File: src/rtl/gf2m_pkg.sv
// Shared constants and types for the GF(2^M) inverter (B-283 / K-283 field).
package gf2m_pkg;

    localparam int GF_M = 283;

    // x^283 + x^12 + x^7 + x^5 + 1
    localparam logic [GF_M:0] GF_POLY = (284'd1 << 283) | 284'h1000 | 284'h80 | 284'h20 | 284'h1;

    localparam int GF_ITER_W  = $clog2(2 * GF_M);
    localparam int GF_DELTA_W = GF_ITER_W + 1;

    typedef enum logic [1:0] {
        IDLE,
        RUN,
        DONE
    } state_t;

endpackage

File: src/rtl/gf2m_xmod_step.sv
// Single-step polynomial scaling modulo f: x*u mod f, or u/x mod f when div is set.
module gf2m_xmod_step
    import gf2m_pkg::*;
#(
    parameter int            M    = GF_M,
    parameter logic [M:0]    POLY = GF_POLY
) (
    input  logic [M-1:0] u,
    input  logic         div,
    output logic [M-1:0] res
);

    logic [M-1:0] odd_fix;

    // Multiply folds the carried-out x^M back in; divide makes u even first by adding f.
    always_comb begin
        odd_fix = u[0] ? (u ^ POLY[M-1:0]) : u;
        if (div) begin
            res = (odd_fix >> 1) | {u[0] & POLY[0], {(M-1){1'b0}}};
        end else begin
            res = (u << 1) ^ (u[M-1] ? POLY[M-1:0] : {M{1'b0}});
        end
    end

endmodule

File: src/rtl/gf2m_inverter.sv
// Constant-latency GF(2^M) inverter: Brunner binary-Euclid, 2M iterations per operand.
// The inverse ends up in U after the final iteration (V holds the cofactor side).
module gf2m_inverter
    import gf2m_pkg::*;
#(
    parameter int         M    = GF_M,
    parameter logic [M:0] POLY = GF_POLY
) (
    input  logic         clk,
    input  logic         rst,
    input  logic         in_valid,
    output logic         in_ready,
    input  logic [M-1:0] a,
    output logic         out_valid,
    input  logic         out_ready,
    output logic [M-1:0] y,
    output logic         zero_err
);

    localparam int ITER_W  = $clog2(2 * M);
    localparam int DELTA_W = ITER_W + 1;

    state_t state, state_nx;

    logic [M:0]                r, s, r_nx, s_nx, s_x;
    logic [M-1:0]              u, v, u_nx, v_nx, v_x;
    logic [M-1:0]              step_in, step_out;
    logic                      step_div;
    logic signed [DELTA_W-1:0] delta, delta_nx;
    logic [ITER_W-1:0]         iter;
    logic                      zero_flag;
    logic                      accept, last_iter;

    assign in_ready  = (state == IDLE);
    assign out_valid = (state == DONE);
    assign accept    = in_valid && in_ready;
    assign last_iter = (state == RUN) && (iter == ITER_W'(2 * M - 1));

    // One shared scaling step; the mux picks which operand is scaled and in which direction.
    gf2m_xmod_step #(
        .M    (M),
        .POLY (POLY)
    ) u_step (
        .u   (step_in),
        .div (step_div),
        .res (step_out)
    );

    // State register.
    always_ff @(posedge clk) begin
        if (rst) begin
            state <= IDLE;
        end else begin
            state <= state_nx;
        end
    end

    // Next-state decode: accept in IDLE, fixed 2M cycles in RUN, hold DONE until taken.
    always_comb begin
        state_nx = state;
        case (state)
            IDLE:    if (accept)    state_nx = RUN;
            RUN:     if (last_iter) state_nx = DONE;
            DONE:    if (out_ready) state_nx = IDLE;
            default:                state_nx = IDLE;
        endcase
    end

    // One Euclid iteration: shift R while its top bit is clear, otherwise reduce S and maybe swap.
    always_comb begin
        s_x      = s[M] ? (s ^ r) : s;
        v_x      = s[M] ? (v ^ u) : v;
        r_nx     = r;
        s_nx     = s;
        v_nx     = v;
        step_in  = u;
        step_div = 1'b0;
        delta_nx = delta;
        if (!r[M]) begin
            r_nx     = r << 1;
            delta_nx = delta + DELTA_W'(1);
        end else if (delta == '0) begin
            r_nx     = s_x << 1;
            s_nx     = r;
            step_in  = v_x;
            v_nx     = u;
            delta_nx = DELTA_W'(1);
        end else begin
            s_nx     = s_x << 1;
            v_nx     = v_x;
            step_div = 1'b1;
            delta_nx = delta - DELTA_W'(1);
        end
        u_nx = step_out;
    end

    // Datapath and output registers; the result is captured on the edge that finishes RUN.
    always_ff @(posedge clk) begin
        if (rst) begin
            r         <= '0;
            s         <= '0;
            u         <= '0;
            v         <= '0;
            delta     <= '0;
            iter      <= '0;
            zero_flag <= 1'b0;
            y         <= '0;
            zero_err  <= 1'b0;
        end else begin
            case (state)
                IDLE: begin
                    if (accept) begin
                        r         <= {1'b0, a};
                        s         <= POLY;
                        u         <= {{(M-1){1'b0}}, 1'b1};
                        v         <= '0;
                        delta     <= '0;
                        iter      <= '0;
                        zero_flag <= (a == '0);
                    end
                end
                RUN: begin
                    r     <= r_nx;
                    s     <= s_nx;
                    u     <= u_nx;
                    v     <= v_nx;
                    delta <= delta_nx;
                    iter  <= iter + ITER_W'(1);
                    if (last_iter) begin
                        y        <= zero_flag ? '0 : u_nx;
                        zero_err <= zero_flag;
                    end
                end
                DONE: begin
                    if (out_ready) begin
                        y        <= '0;
                        zero_err <= 1'b0;
                    end
                end
                default: ;
            endcase
        end
    end

endmodule
File: config.mk
export PLATFORM = sky130hd
export DESIGN_NAME = gf2m_inverter
export DESIGN_NICKNAME = d
export VERILOG_FILES = /design/src/rtl/gf2m_pkg.sv /design/src/rtl/gf2m_xmod_step.sv /design/src/rtl/gf2m_inverter.sv
export SDC_FILE = /design/constraint.sdc
export NUM_CORES = 2
export LEC_CHECK = 0
export CAP_MARGIN = 10
export CELL_PAD_IN_SITES_DETAIL_PLACEMENT = 1
export CELL_PAD_IN_SITES_GLOBAL_PLACEMENT = 1
export CORE_MARGIN = 5
export CORE_UTILIZATION = 40
export DETAILED_ROUTE_END_ITERATION = 7
export GPL_TIMING_DRIVEN = 0
export PLACE_DENSITY = 0.81
export SYNTH_ARGS = -nofsm -noshare
export SYNTH_HDL_FRONTEND = slang
export SYNTH_SLANG_ARGS = --single-unit
File: constraint.sdc
create_clock -name clk -period 2.35 [get_ports clk]
set_input_delay 0.235 -clock clk [delete_from_list [all_inputs] [get_ports clk]]
set_output_delay 0.235 -clock clk [all_outputs]
set_load 0.01 [all_outputs]
======== After elaboration in Yosys (flattened, before gate mapping) ========
Index checks and enable logic that the tools add are counted.
storage, ports and cells
  flip-flop bits (word level) ............. 1442
  latch bits .............................. 0
  memory bits (writable) .................. 0
  ROM bits ................................ 0
  bits of input ports ..................... 287
  output and inout bits ................... 286
  word-level logic and storage cells ...... 80
  memories kept ........................... 0
operators by class
  $add $sub $neg .......................... 3
  multipliers ............................. 0
  divide/modulo/power cells ............... 0
  order comparisons ....................... 0
  eq/ne operators ......................... 8
  shifts and indexed selects .............. 0
  multiplexer cells ....................... 40
  bitwise gates (word level) .............. 5
  reductions and logical operators ........ 13
operators by type and width
  cell                   number
  $mux 283               12
  $mux 284               6
  $pmux 283 s2           3
  $pmux 284 s2           2
  $xor 283x283->283      2
  $logic_not 283->1      1
  $or 282x283->283       1
  $xor 283x13->283       1
  $mux 11                3
  $mux 13                2
  $pmux 11 s2            1
  $pmux 10 s2            1
  $reduce_and 3->1       4
  $add 11x2->11 const B  1
  $logic_not 11->1       1
  $sub 11x2->11 const B  1
  $add 10x1->10 const B  1
  $eq 10x10->1 const B   1
  $mux 10                1
  $mux 2                 3
  $pmux 2 s3             1
  $mux 1                 4
  $ne 2x1->1 const B     2
  $ne 2x2->1 const B     2
  9 further kinds        12

======== Depth between registers and ports, before layout ========
  word-level depth ........................ 11
  gate-level depth with buffers ........... 12
  depth with buffers taken out ............ 7

======== Modules after synthesis ========
Synthesis repeated with hierarchy kept, for this count alone.
unflattened totals
  cells, all modules ...................... 10373
  area, all modules ....................... 81305.5 sq um
by module, submodules not included
  module          times used  cells an instance  area each (sq um)  sequential area each (sq um)
  gf2m_inverter   1           10046              77031.4            28867.7
  gf2m_xmod_step  1           327                4274.1             0.0

======== Worst setup path before layout ========
Ideal clock, no wire load.
  path type ............................... reg-to-reg
  start point ............................. register delta[0]
  end point ............................... register u[240]
  setup time .............................. 128 ps
  data arrival time ....................... 1991 ps
  required time ........................... 2222 ps
  setup slack ............................. 231 ps
  stages on the path, launching flop included .. 12
  path buffers ............................ 4
  clock period less this slack ............ 2119 ps
  cell sequence ........................... dfxtp_1 -> inv_1 -> ha_1 -> nor2b_1 -> clkbuf_1 -> and3_1 -> buf_4 -> buf_6 -> buf_2 -> or3_1 -> o221ai_1 -> o21ai_0
on the way
  word-level cells in the longest chain between the ends .. 6
  elaborated cells on any way between the ends .. 9
  those cells by class .................... mux: 6; bitwise: 2; reduce/logical: 1
ends and longest elaborated chain
  what                                                  line                                        RTL
  from (decl)                                           gf2m_inverter.sv:29                         logic signed [DELTA_W-1:0] delta, delta_nx;
  from (signal assigned)                                gf2m_inverter.sv:127                        delta <= delta_nx;
  $logic_not 11->1 (*)                                  gf2m_inverter.sv:82                         end else if (delta == '0) begin
  $mux 283                                              gf2m_inverter.sv:82
  $mux 283                                              gf2m_inverter.sv:79                         if (!r[M]) begin
  $xor 283x13->283 or $or 282x283->283 (tied branches)  gf2m_xmod_step.sv:21, gf2m_xmod_step.sv:19
  $mux 283 (*)                                          gf2m_xmod_step.sv:18                        if (div) begin
  $pmux 283 s2 (*)                                      gf2m_inverter.sv:110                        case (state)
  to (signal assigned)                                  gf2m_inverter.sv:115                        u <= {{(M-1){1'b0}}, 1'b1};
  to (signal assigned)                                  gf2m_inverter.sv:125                        u <= u_nx;
  to (decl)                                             gf2m_inverter.sv:26                         logic [M-1:0] u, v, u_nx, v_nx, v_x;
Mark *: on every way between the ends. The rest lies on a longest branch, timed or not.
A chain may end at the register's enable or synchronous reset.

======== Worst setup path after layout ========
  start point ............................. register delta[3]
  end point ............................... register u[166]
Same word-level chain as after synthesis.

==> reports/metrics.cfg <==
[critical_path]
worst_setup_path_start_kind = flip-flop
worst_setup_path_end_kind = flip-flop
crit_fanout = 6
path_class = reg2reg
reg2reg_to = u[166]$_SDFFE_PP0P_
required_ns = 3.12
r2r_setup_slack_ns = -0.08
critical_path_arrival_ns = 3.20
rr_startpoint = delta[3]$_SDFFE_PP0P_
reg2reg_depth = 10
critPathLaunch = delta[3]$_SDFFE_PP0P_

[finish]
layout_commonest_cell = dfxtp_1
area_delta_synth_final_pct = 27.7
mostFrequentLayoutCells = dfxtp_1, nand2_1, o21ai_0
fill_cells = 22300
final_nets = 10500
drive_above_1_share = 0.176
finalNonFillerCells = 12900
stdcell_area_um2 = 99200

[timing]
skew_ns = 0.0436
fin_crit_sh = 1.03
rsz0062_at_grt = yes
hold_viol_final = 0
timing.hold.ws_ns = 0.0758
fin_ws_ns = -0.0793
maxSlewHeadroom = 0.165
slew_violations = 0
tightest_slew_ns = 1.24
fmax_mhz = 412
fin_crit_ns = 2.43
setup_viol = 44

[power_and_ir_drop]
peakVddDrop_mv = 0.709
p_leak_nw = 33.8
power_density_nw_per_um2 = 673

[synthesis]
synth-edff-count = 0
yosysWarnings = 0
syn_area_per_cell_um2 = 8.31
synth_area_um2 = 77700
async_flop_share = 0
synthesis.nets = 9645
synthDistinctLibCells = 65
synth_top_flop_cell = dfxtp_1
yosys_register_bits = 1442
ys_seq_area_frac = 0.371
synth_cells = 9353

[clock_tree]
htreeDepth = 4
cts_num_sinks = 1442
cts_root_buf = clkbuf_16
cts_buffers = 166
worstSkewPairLatency_ns = 0.84
clkTransAtPathRegs_ns = 0.06
cts_max_path_buffers = 3
cts_tree = done

[placed_design]
routabilityCongestion = 0.908
place_area_um2 = 86600
hpwl_mm = 220
post-place-cells = 12500
io_buffers = 572

[floorplanning]
core_um2 = 193000
dieArea_um2 = 203000
die_h_um = 451
initial_core_util = 0.403
die_x_um = 451
ios = 573
num_rows = 161

[routing]
first_pass_iters = 6
vias = 80000
drc = 0
routed_wl_mm = 321
dr.first_iter.drc_count = 5737
wl_per_cell_um = 24.9
vias_per_cell = 6.21
ant_nets = 0

[hold_path]
hold_class = in2reg
holdPathStages = 3
min_from = a[215]
min_to = r[215]$_SDFFE_PP0P_

[global_routing]
grt_util_met1 = 0.352
grt_max_degree = 17
grt_pass1_wl_mm = 478
grt_use_total = 0.290
grt-busiest-layer = met2
use_met2 = 0.486
overflow = 0
grt_pass1_vias = 80900
met3_usage = 0.0429
antenna_found_initial = 31

[outcome]
outcome = finished, violations left
violations = negative setup slack

[job]
cap_viol_max_count = 0

==> worst max path at each step <==
stage / to / slack (ns) / cells past startpoint
after CTS: zero_flag$_SDFFE_PP0P_ / -0.12 / 7
after global routing: v[110]$_SDFFE_PP0P_ / -0.12 / 10
after floorplan: u[240]$_SDFFE_PP0P_ / 0.23 / 11
final: u[166]$_SDFFE_PP0P_ / -0.08 / 10
after detailed placement: u[99]$_SDFFE_PP0P_ / -1.77 / 6
after global placement: u[281]$_SDFFE_PP0P_ / -1.78 / 7
==> worst max-delay path, cell delays in order, from the launching register on <==
cell      delay, ns
dfxtp_4        0.36
nor4_4         0.35
and3_4         0.28
buf_12         0.15
buf_16         0.16
buf_12         0.12
buf_12         0.13
buf_16         0.14
nor2_2         0.05
a221oi_4       0.37
a22o_1         0.22
==> power by group <==
group	switching [mW]	internal, mW	leakage, nW
logic	8.66	4.93	19.3
clock network	11.9	15.9	2.80
registers	0.505	25.0	11.7
total	21.0	45.8	33.8
==> metrics by stage <==
stage	setup slack, ns	total power, mW	util	TNS (ns)
floorplan	0.231	32.8	-	0
global placement	-1.78	36.3	0.449	-1821.68
detailed placement	-1.77	36.8	0.449	-1835.35
CTS	-0.118	65.4	0.495	-0.357
global route	-0.116	69.1	0.514	-8.46
finish	-0.0793	66.8	0.514	-0.674
==> area by class of cell <==
| type | instances | area, µm² | share of cell area |
|---|---|---|---|
| Antenna cell | 25 | 62.6 | 0.000630 |
| Inverter | 293 | 1110 | 0.0111 |
| Timing Repair Buffer | 689 | 7490 | 0.0754 |
| Buffer | 1188 | 7790 | 0.0785 |
| Tap cell | 2526 | 3160 | 0.0318 |
| Clock inverter | 78 | 1060 | 0.0106 |
| Clock buffer | 224 | 4700 | 0.0474 |
| Multi-Input combinational cell | 6416 | 45000 | 0.453 |
| Sequential cell | 1442 | 28900 | 0.291 |
==> per-layer routing <==
metal,wire [µm],vias to the layer above
met5,81,-
met4,21300,12
met3,17000,807
met2,151000,2609
met1,131000,40200
li1,-,36400
==> kinds of logic after synthesis <==
logic type / after synthesis / synth area share
buf+inv: 1495 / 0.0837
simple gates: 2363 / 0.127
fa+ha+maj: 5 / 0.000805
flops: 1442 / 0.371
mux: 278 / 0.0358
xor+xnor: 300 / 0.0338
compound gates: 3470 / 0.347
==> repair_timing <==
action                      CTS  global route
pin swaps                    56           210
resized for setup           831           895
hold endpoints to repair      1             0
hold buffers                  1             0
setup endpoints to repair  1435          1398
cloned                        9            32
setup buffers                50            28
==> synth_stat cells, types with 11 or more instances <==
| master | n | area share |
|---|---|---|
| a21o_1 | 11 | 0.0011 |
| a21oi_1 | 115 | 0.0074 |
| a221oi_2 | 196 | 0.038 |
| a22o_1 | 399 | 0.045 |
| a22oi_1 | 278 | 0.027 |
| a32oi_1 | 283 | 0.032 |
| buf_1 | 56 | 0.0027 |
| buf_2 | 423 | 0.027 |
| buf_4 | 86 | 0.0083 |
| clkbuf_1 | 631 | 0.030 |
| dfxtp_1 | 1442 | 0.37 |
| inv_1 | 292 | 0.014 |
| mux2i_1 | 275 | 0.035 |
| nand2_1 | 1051 | 0.051 |
| nand3_1 | 288 | 0.019 |
| nand4_1 | 25 | 0.0020 |
| nor2_1 | 790 | 0.038 |
| nor3_1 | 11 | 0.00071 |
| nor4_1 | 74 | 0.0060 |
| o21ai_0 | 991 | 0.064 |
| o21ai_1 | 22 | 0.0014 |
| o221ai_1 | 362 | 0.041 |
| o2bb2ai_1 | 753 | 0.085 |
| or3_1 | 84 | 0.0068 |
| xnor2_1 | 12 | 0.0014 |
| xor2_1 | 288 | 0.032 |
==> flip-flops by register name (all words and copies together), names as in the netlist <==
register,flops
r,284
s,284
zero_flag,1
zero_err,1
y,283
delta,11
v,283
iter,10
state,2
u,283
No activity file was read; power rests on OpenSTA's default activity.
